--- config.mk ---
export PLATFORM = sky130hd
export DESIGN_NAME = muldiv_seq_flat
export DESIGN_NICKNAME = d
export VERILOG_FILES = /design/src/rtl/core_ctrl_pkg.sv /design/src/rtl/muldiv_pkg.sv /design/src/rtl/muldiv_seq_if.sv /design/src/rtl/muldiv_seq.sv /design/src/flat_wrapper.sv
export SDC_FILE = /design/constraint.sdc
export NUM_CORES = 1
export LEC_CHECK = 0
export BUFFER_PORTS_ARGS = -buffer_cell sky130_fd_sc_hd__buf_2
export CORE_UTILIZATION = 53
export DETAILED_ROUTE_END_ITERATION = 7
export PLACE_DENSITY = 0.9
export SLEW_MARGIN = 40
export SYNTH_ARGS = -nofsm -noshare
export SYNTH_HDL_FRONTEND = slang
export SYNTH_SLANG_ARGS = --single-unit
export TNS_END_PERCENT = 5
--- constraint.sdc ---
create_clock -name clk -period 2.6 [get_ports clk]
set_clock_uncertainty 0.1 [all_clocks]
set_input_delay 0 -clock clk [delete_from_list [all_inputs] [get_ports clk]]
set_output_delay 0 -clock clk [all_outputs]
set_load 0.02 [all_outputs]
--- src/rtl/core_ctrl_pkg.sv ---
// Shared core control encodings: ALU operation select codes used by the ALU,
// the decode stage and any unit that borrows the ALU.
package core_ctrl_pkg;

    localparam logic [3:0] ALU_ADD  = 4'd0;
    localparam logic [3:0] ALU_SUB  = 4'd1;
    localparam logic [3:0] ALU_SLTU = 4'd3;
    localparam logic [3:0] ALU_A    = 4'd9;

endpackage

--- src/rtl/muldiv_pkg.sv ---
// Types and sizing shared by the multi-cycle MUL/DIVU/REMU sequencer.
package muldiv_pkg;

    localparam int MD_WIDTH = 32;
    localparam int MD_CNT_W = $clog2(MD_WIDTH);

    typedef enum logic [1:0] {
        OP_MUL  = 2'd0,
        OP_DIVU = 2'd1,
        OP_REMU = 2'd2,
        OP_RSVD = 2'd3
    } op_sel_e;

    typedef enum logic [2:0] {
        ST_IDLE    = 3'd0,
        ST_MUL_RUN = 3'd1,
        ST_DIV_CMP = 3'd2,
        ST_DIV_SUB = 3'd3,
        ST_FINISH  = 3'd4
    } state_e;

endpackage

--- src/rtl/muldiv_seq_if.sv ---
// Request/response and borrowed-ALU signals between the core and muldiv_seq.
interface muldiv_seq_if #(
    parameter int WIDTH   = 32,
    parameter int ALU_SEL = 4
);
    logic               op_start;
    logic [1:0]         op_sel;
    logic [WIDTH-1:0]   op_a;
    logic [WIDTH-1:0]   op_b;
    logic               kill;
    logic               busy;
    logic               done;
    logic [WIDTH-1:0]   result;
    logic               alu_own;
    logic [WIDTH-1:0]   alu_a;
    logic [WIDTH-1:0]   alu_b;
    logic [ALU_SEL-1:0] alu_sel;
    logic [WIDTH-1:0]   alu_out;

    modport master (
        output op_start, op_sel, op_a, op_b, kill, alu_out,
        input  busy, done, result, alu_own, alu_a, alu_b, alu_sel
    );

    modport slave (
        input  op_start, op_sel, op_a, op_b, kill, alu_out,
        output busy, done, result, alu_own, alu_a, alu_b, alu_sel
    );
endinterface

--- src/rtl/muldiv_seq.sv ---
// RV32M MUL / DIVU / REMU sequencer that time-shares the core ALU:
// shift-add multiply and restoring divide, one ALU operation per cycle.
module muldiv_seq
    import muldiv_pkg::*;
    import core_ctrl_pkg::*;
#(
    parameter int WIDTH   = MD_WIDTH,
    parameter int ALU_SEL = 4
) (
    input  logic        clk,
    input  logic        rstn,
    muldiv_seq_if.slave bus
);

    localparam int               CNT_W    = $clog2(WIDTH);
    localparam logic [CNT_W-1:0] CNT_LAST = CNT_W'(WIDTH - 1);
    localparam logic [CNT_W-1:0] CNT_ONE  = CNT_W'(1);
    localparam logic [CNT_W-1:0] CNT_ZERO = {CNT_W{1'b0}};
    localparam logic [WIDTH-1:0] ZERO_W   = {WIDTH{1'b0}};
    localparam logic [WIDTH-1:0] ONES_W   = {WIDTH{1'b1}};

    state_e             r_state;
    state_e             w_step;
    state_e             w_next;
    op_sel_e            r_op;
    logic [WIDTH-1:0]   r_acc;
    logic [WIDTH-1:0]   r_a;
    logic [WIDTH-1:0]   r_b;
    logic [WIDTH-1:0]   r_result;
    logic [CNT_W-1:0]   r_cnt;
    logic               r_sub;
    logic               r_done;

    logic               w_accept;
    logic               w_start_div;
    logic               w_abort;
    logic               w_div0;
    logic               w_sub;
    logic [WIDTH-1:0]   w_rem_sh;
    logic [WIDTH-1:0]   w_fin_result;
    logic               w_own;
    logic [WIDTH-1:0]   w_alu_a;
    logic [WIDTH-1:0]   w_alu_b;
    logic [ALU_SEL-1:0] w_alu_sel;

    assign w_accept    = (r_state == ST_IDLE) && bus.op_start && !bus.kill;
    assign w_start_div = (bus.op_sel == OP_DIVU) || (bus.op_sel == OP_REMU);
    assign w_abort     = (r_state != ST_IDLE) && bus.kill;
    assign w_div0      = (r_b == ZERO_W);

    // r_acc doubles as the partial remainder; r_a shifts the dividend out of
    // its MSB while quotient bits shift in at the LSB.
    assign w_rem_sh = {r_acc[WIDTH-2:0], r_a[WIDTH-1]};
    assign w_sub    = r_acc[WIDTH-1] | ~bus.alu_out[0];

    // Final value for the current operation, including divide-by-zero rules.
    always_comb begin
        w_fin_result = r_acc;
        case (r_op)
            OP_DIVU: w_fin_result = w_div0 ? ONES_W : r_a;
            OP_REMU: w_fin_result = w_div0 ? r_a : r_acc;
            default: w_fin_result = r_acc;
        endcase
    end

    // Next-state and ALU drive decode.
    always_comb begin
        w_step    = r_state;
        w_own     = 1'b0;
        w_alu_a   = ZERO_W;
        w_alu_b   = ZERO_W;
        w_alu_sel = ALU_SEL'(ALU_ADD);
        case (r_state)
            ST_IDLE: begin
                if (!w_accept) begin
                    w_step = ST_IDLE;
                end else if (!w_start_div) begin
                    w_step = ST_MUL_RUN;
                end else if (bus.op_b == ZERO_W) begin
                    w_step = ST_FINISH;
                end else begin
                    w_step = ST_DIV_CMP;
                end
            end
            ST_MUL_RUN: begin
                w_own   = 1'b1;
                w_alu_a = r_acc;
                w_alu_b = r_b[0] ? r_a : ZERO_W;
                w_step  = (r_cnt == CNT_ZERO) ? ST_FINISH : ST_MUL_RUN;
            end
            ST_DIV_CMP: begin
                w_own     = 1'b1;
                w_alu_a   = w_rem_sh;
                w_alu_b   = r_b;
                w_alu_sel = ALU_SEL'(ALU_SLTU);
                w_step    = ST_DIV_SUB;
            end
            ST_DIV_SUB: begin
                w_own     = 1'b1;
                w_alu_a   = w_rem_sh;
                w_alu_b   = r_b;
                w_alu_sel = r_sub ? ALU_SEL'(ALU_SUB) : ALU_SEL'(ALU_A);
                w_step    = (r_cnt == CNT_ZERO) ? ST_FINISH : ST_DIV_CMP;
            end
            ST_FINISH: w_step = ST_IDLE;
            default:   w_step = ST_IDLE;
        endcase
        w_next = w_abort ? ST_IDLE : w_step;
    end

    // State register.
    always_ff @(posedge clk or negedge rstn) begin
        if (!rstn) begin
            r_state <= ST_IDLE;
        end else begin
            r_state <= w_next;
        end
    end

    // Operand, accumulator, counter and result registers.
    always_ff @(posedge clk or negedge rstn) begin
        if (!rstn) begin
            r_op     <= OP_MUL;
            r_acc    <= ZERO_W;
            r_a      <= ZERO_W;
            r_b      <= ZERO_W;
            r_result <= ZERO_W;
            r_cnt    <= CNT_ZERO;
            r_sub    <= 1'b0;
            r_done   <= 1'b0;
        end else begin
            r_done <= 1'b0;
            case (r_state)
                ST_IDLE: begin
                    if (w_accept) begin
                        r_op  <= w_start_div ? op_sel_e'(bus.op_sel) : OP_MUL;
                        r_a   <= bus.op_a;
                        r_b   <= bus.op_b;
                        r_acc <= ZERO_W;
                        r_cnt <= CNT_LAST;
                        r_sub <= 1'b0;
                    end
                end
                ST_MUL_RUN: begin
                    r_acc <= bus.alu_out;
                    r_a   <= {r_a[WIDTH-2:0], 1'b0};
                    r_b   <= {1'b0, r_b[WIDTH-1:1]};
                    r_cnt <= r_cnt - CNT_ONE;
                end
                ST_DIV_CMP: r_sub <= w_sub;
                ST_DIV_SUB: begin
                    r_acc <= bus.alu_out;
                    r_a   <= {r_a[WIDTH-2:0], r_sub};
                    r_cnt <= r_cnt - CNT_ONE;
                end
                ST_FINISH: begin
                    if (!bus.kill) begin
                        r_done   <= 1'b1;
                        r_result <= w_fin_result;
                    end
                end
                default: r_done <= 1'b0;
            endcase
        end
    end

    assign bus.busy    = (r_state != ST_IDLE);
    assign bus.done    = r_done;
    assign bus.result  = r_result;
    assign bus.alu_own = w_own;
    assign bus.alu_a   = w_alu_a;
    assign bus.alu_b   = w_alu_b;
    assign bus.alu_sel = w_alu_sel;

endmodule

--- src/flat_wrapper.sv ---
// flat-port wrapper written by rule: the top's interface ports become plain ports
module muldiv_seq_flat import muldiv_pkg::*; import core_ctrl_pkg::*;
#(
    parameter int WIDTH   = MD_WIDTH,
    parameter int ALU_SEL = 4
)
  (clk, rstn, bus_op_start, bus_op_sel, bus_op_a, bus_op_b, bus_kill, bus_alu_out, bus_busy, bus_done, bus_result, bus_alu_own, bus_alu_a, bus_alu_b, bus_alu_sel);
  muldiv_seq_if #(.WIDTH(WIDTH), .ALU_SEL(ALU_SEL)) bus_i ();
  input  logic clk;
  input  logic rstn;
  input wire logic [$bits(bus_i.op_start)-1:0] bus_op_start;
  input wire logic [$bits(bus_i.op_sel)-1:0] bus_op_sel;
  input wire logic [$bits(bus_i.op_a)-1:0] bus_op_a;
  input wire logic [$bits(bus_i.op_b)-1:0] bus_op_b;
  input wire logic [$bits(bus_i.kill)-1:0] bus_kill;
  input wire logic [$bits(bus_i.alu_out)-1:0] bus_alu_out;
  output wire logic [$bits(bus_i.busy)-1:0] bus_busy;
  output wire logic [$bits(bus_i.done)-1:0] bus_done;
  output wire logic [$bits(bus_i.result)-1:0] bus_result;
  output wire logic [$bits(bus_i.alu_own)-1:0] bus_alu_own;
  output wire logic [$bits(bus_i.alu_a)-1:0] bus_alu_a;
  output wire logic [$bits(bus_i.alu_b)-1:0] bus_alu_b;
  output wire logic [$bits(bus_i.alu_sel)-1:0] bus_alu_sel;
  assign bus_i.op_start = bus_op_start;
  assign bus_i.op_sel = bus_op_sel;
  assign bus_i.op_a = bus_op_a;
  assign bus_i.op_b = bus_op_b;
  assign bus_i.kill = bus_kill;
  assign bus_i.alu_out = bus_alu_out;
  assign bus_busy = bus_i.busy;
  assign bus_done = bus_i.done;
  assign bus_result = bus_i.result;
  assign bus_alu_own = bus_i.alu_own;
  assign bus_alu_a = bus_i.alu_a;
  assign bus_alu_b = bus_i.alu_b;
  assign bus_alu_sel = bus_i.alu_sel;
  muldiv_seq #(.WIDTH(WIDTH), .ALU_SEL(ALU_SEL)) u_core (.clk(clk), .rstn(rstn), .bus(bus_i));
endmodule
* Word-level counts from Yosys, hierarchy flattened
Cells that the tools add are included.
Cells by class: reduce and logical (&&, ||, !) cells 23, equality and inequality tests 9, bitwise operators 3, mux-type cells 29, add/subtract/negate cells 1
Operators by type and width (number):
- $pmux W32 S2 | 5
- $mux W32 | 6
- $pmux W32 S3 | 1
- $logic_not A32 Y1 | 2
- $mux W3 | 6
- $pmux W3 S4 | 1
- $reduce_and A2 Y1 | 6
- $pmux W5 S2 | 1
- $pmux W4 S2 | 1
- $eq A3 B2 Y1 const B | 2
- $reduce_bool A2 Y1 | 3
- $reduce_bool A3 Y1 | 2
- $logic_not A5 Y1 | 1
- $mux W5 | 1
- $sub A5 B1 Y5 const B | 1
- $eq A2 B1 Y1 const B | 2
- $eq A2 B2 Y1 const B | 2
- $mux W1 | 4
- $mux W4 | 1
- $reduce_or A2 Y1 | 2
- $eq A3 B1 Y1 const B | 1
- $eq A3 B3 Y1 const B | 1
- $logic_and A1 B1 Y1 | 3
- $logic_not A3 Y1 | 1
- 8 further kinds | 9
Storage, ports and cells: output and inout bits 103, flip-flop bits (word level) 140, logic and storage cells 74, input port bits 102

* Logic depth before layout (Yosys ltp)
word-level depth 6, gate-level depth with buffers 8

* Least setup slack after synthesis
No wires, ideal clock.
path type reg2reg, from reg u_core.r_state[2], to reg u_core.r_b[17], library setup time 120 ps, arrival time 1743 ps, slack 637 ps, required time 2380 ps, stages on the path, launching flop included 8, clock period less this slack 1963 ps, path buffers 3, cells stage by stage dfrtp_1 -> or3_4 -> or3b_1 -> buf_2 -> buf_6 -> buf_6 -> o22ai_2 -> nor2_1
On the way: longest elaborated chain between the ends 5, elaborated cells on any way between the ends 8, those cells by class eq/ne: 2; mux: 1; reduce/logical: 5
RTL lines:
- from (decl) | RTL line muldiv_seq.sv:22 | state_e r_state;
- from (signal assigned) | RTL line muldiv_seq.sv:116 | r_state <= w_next;
- $logic_not A3 Y1 | RTL line muldiv_seq.sv:46, muldiv_seq.sv:133
- $logic_and A1 B1 Y1 (2 in a row) | RTL line muldiv_seq.sv:46 | assign w_accept = (r_state == ST_IDLE) && bus.op_start && !bus.kill;
- $ne A2 B1 Y1 (no source line)
- $reduce_and A2 Y1 (no source line)
- to (signal assigned) | RTL line muldiv_seq.sv:138 | r_b <= bus.op_b;
- to (signal assigned) | RTL line muldiv_seq.sv:147 | r_b <= {1'b0, r_b[WIDTH-1:1]};
- to (decl) | RTL line muldiv_seq.sv:28 | logic [WIDTH-1:0] r_b;
Several ways; a longest one is shown, not always the timed one. A chain may end at the register's enable or synchronous reset.

* Worst setup path in the final report
from reg u_core.r_state[2], to out bus_alu_a[15]
On the way: longest elaborated chain between the ends 3, elaborated cells on any way between the ends 5, those cells by class eq/ne: 3; mux: 1; reduce/logical: 1
RTL lines:
- $eq A3 B2 Y1 | RTL line muldiv_seq.sv:73 | case (r_state)
- $reduce_or A2 Y1 (no source line)
- $pmux W32 S2 (*) | RTL line muldiv_seq.sv:73
- to (decl) | RTL line flat_wrapper.sv:21 | output wire logic [$bits(bus_i.alu_a)-1:0] bus_alu_a;
Every way passes the cells marked *; elsewhere a longest branch is shown, timed or not.

==> flow_summary.json <==
{
  "drt_iter0_drc": 1086,
  "synth_compound_area_frac": 0.291,
  "clock-sinks": 140,
  "worstSkewPairLatency_ns": 0.43,
  "status": "finished clean",
  "synthMuxAreaShare": 0.00132,
  "nNetsFinal": 1244,
  "dieWidth_um": 122,
  "hold_path_class": "in2async",
  "yosysTopAreaCell": "dfrtp_1",
  "placeableCoreArea_um2": 13900,
  "path_max_fanout": 23,
  "wirelength_um": 27300,
  "p_leak_nw": 4.89,
  "required_ns": 2.50,
  "pin_count": 205,
  "yosys-top-cells-count": "nand2_1, dfrtp_1, a31oi_1, o21ai_0, nor2_1",
  "syn_area_per_cell_um2": 8.71,
  "vdd_drop_max_v": 0.000591,
  "pre_cts_ws_ns": 0.442,
  "cap_violations": 0,
  "worstReg2RegStart": "u_core.r_b[27]",
  "synth_simple_gate_area_frac": 0.181,
  "seq_area_frac_synth": 0.461,
  "met2_usage": 0.622,
  "rsz0062_at_grt": "no",
  "regToRegSetupSlack_ns": 0.22,
  "fin_ws_ns": 0.183,
  "hold_viol": 0,
  "cts_max_level": 4,
  "drive_gt1_frac": 0.241,
  "reg2reg_depth": 6,
  "syn_to_final_growth_pct": 35.8,
  "fin_tns_setup_ns": 0,
  "synth_edf_count": 0,
  "cp_slowest_cell": "dfrtp_1",
  "yosys_warnings": 0,
  "grt_use_met3": 0.0609,
  "placed_cell_area_um2": 8770,
  "drv_slew": 0,
  "grt_first_pass_wirelength_um": 42600,
  "synth_ff_type": "dfrtp_1",
  "viasPerCell": 6.45,
  "cts_buffer_depth": 2,
  "cellPowerDensity_nw_per_um2": 1090,
  "synth_seq_cells": 140,
  "n_antenna_cell": 0,
  "startpoint_type": "flop",
  "numCtsBuffers": 17,
  "antenna_found_initial": 0,
  "maxSlewHeadroom": 0.479,
  "finalCritPeriodShare": 0.930,
  "worstMarginPinSlew_ns": 0.770,
  "fin_util": 0.741,
  "async_flop_share": 1.00,
  "synth_fp_nets": 981,
  "synth.distinct_cells": 42,
  "root_buffer": "clkbuf_16",
  "synth_fa_ha_area_frac": 0.00987,
  "max_stage_delay_ns": 0.48,
  "grt_overflow_total": 0,
  "clk_pin_slew_worst_paths_ns": 0.06,
  "syn_area_um2": 7600,
  "post-synth-top-count-cell": "nand2_1",
  "design_area_um2": 10300,
  "die_area_um2": 14800,
  "gp_congestion": 0.848,
  "drt-pass1-iter-count": 6,
  "use_met1": 0.464,
  "crit_path_end": "bus_alu_a[15]",
  "period_minus_slack_ns": 2.42,
  "grt_max_degree": 71,
  "clock.fmax_mhz": 414,
  "finalSetupViolCount": 0,
  "dp_hpwl_um": 16000,
  "r2r-end": "u_core.bus.result[14]",
  "rows": 43,
  "synthXorXnorAreaFrac": 0.00230,
  "synthCells": 873,
  "vias": 8566,
  "portBuffers": 203,
  "path_cells": "nand2b_1, inv_2, buf_4, a22o_1, buf_2",
  "postRouteAntennaNets": 0,
  "cts_tree": "built",
  "cts_setup_buffers": 0,
  "worstPathArrival_ns": 2.32,
  "grt_pass1_vias": 8125,
  "worst-setup-path-type": "reg2out",
  "setup.worst_path.start": "u_core.r_state[2]",
  "busiest_layer": "met2",
  "initial_core_util": 0.546,
  "synth.top_cell.area_share": 0.461,
  "fp.dieH_um": 122,
  "ys_top_cells_by_area": "dfrtp_1, nand2_1, a22o_1",
  "wire_per_inst_um": 20.5,
  "grt.total_usage": 0.376,
  "critPathCaptureType": "output pin",
  "synth_top_family_by_area": "compound AO/OA/AOI/OAI gates",
  "drc": 0
}
## kinds of logic (layout without fill, tap and decap cells)
kind of cell               after synthesis  after routing
AOI/OAI and AO/OA                      330            330
xor gates and xnor gates                 2              2
adders and majority gates                6              6
buffers and inverters                   94            370
DFF                                    140            140
muxes                                    1              1
other                                    1              1
and+or+nand+nor                        299            299
## how the worst min path moves through the flow
stage	start	endpoint	slack, ns	depth (start not counted)
2_1_floorplan	rstn	u_core.bus.done	-0.40	0
3_3_place_gp	rstn	u_core.r_b[10]	-0.05	1
3_5_place_dp	rstn	u_core.r_b[7]	-0.05	1
4_1_cts	rstn	u_core.r_a[5]	0.08	2
5_1_grt	bus_op_start	u_core.r_b[15]	0.12	4
6_report	rstn	u_core.r_b[7]	0.04	2
## cell usage in the layout, fill, tap and decap left out, types with 7 or more instances in the layout
master,count
nand3b_1,31
a31oi_1,76
a22oi_1,29
nor2_1,59
inv_1,7
a22o_1,60
nor4_1,17
nand2_1,159
buf_2,202
dfrtp_1,140
a21oi_1,37
buf_4,20
clkbuf_16,17
o22ai_1,16
a21o_1,31
o22ai_2,7
o21ai_0,70
dlygate4sd3_1,101
## per-layer routing
| layer | vias up | part of all wire |
|---|---|---|
| met5 | - | 0 |
| met4 | 0 | 0.057 |
| met3 | 164 | 0.085 |
| met2 | 637 | 0.49 |
| met1 | 4043 | 0.37 |
| li1 | 3722 | - |
## registers in the layout, indices dropped and copies added, names as in the netlist
name,flops
u_core.r_state,3
u_core.r_op,2
u_core.r_sub,1
u_core.r_a,32
u_core.bus.result,32
u_core.r_acc,32
u_core.r_b,32
u_core.r_cnt,5
u_core.bus.done,1
## worst max-delay path, delay by kind of cell, from the launching register on
family,cells,cell delay (ns)
DFF,1,0.48
and+or+nand+nor,1,0.27
buffers and inverters,3,0.95
AOI/OAI and AO/OA,1,0.19
## per-stage QoR
step	instances	hold WS, ns	power [mW]
after floorplan	873	-0.396	6.99
after global placement	1196	-0.0491	8.46
after detailed placement	1196	-0.0483	8.62
after CTS	1329	0.0836	11.0
after global routing	1329	0.120	11.8
final	1329	0.0445	11.3
## power breakdown
| group | switching [mW] | internal, mW | total [mW] |
|---|---|---|---|
| Clock | 0.904 | 1.33 | 2.24 |
| Sequential | 1.16 | 2.95 | 4.12 |
| Combinational | 3.09 | 1.82 | 4.91 |
| Total | 5.16 | 6.11 | 11.3 |
## layout make-up
type / instances / area, um2
Timing Repair Buffer: 330 / 2300
Inverter: 8 / 30.0
Clock buffer: 25 / 505
Multi-Input combinational cell: 639 / 3720
Fill cell: 948 / 3610
Clock inverter: 7 / 37.5
Sequential cell: 140 / 3500
Tap cell: 180 / 225
## what timing repair did
action,4_1_cts,5_1_grt
hold buffers,101,0
hold endpoints to repair,180,0
resized for setup,0,0
Power figures use the tool's default switching activity.
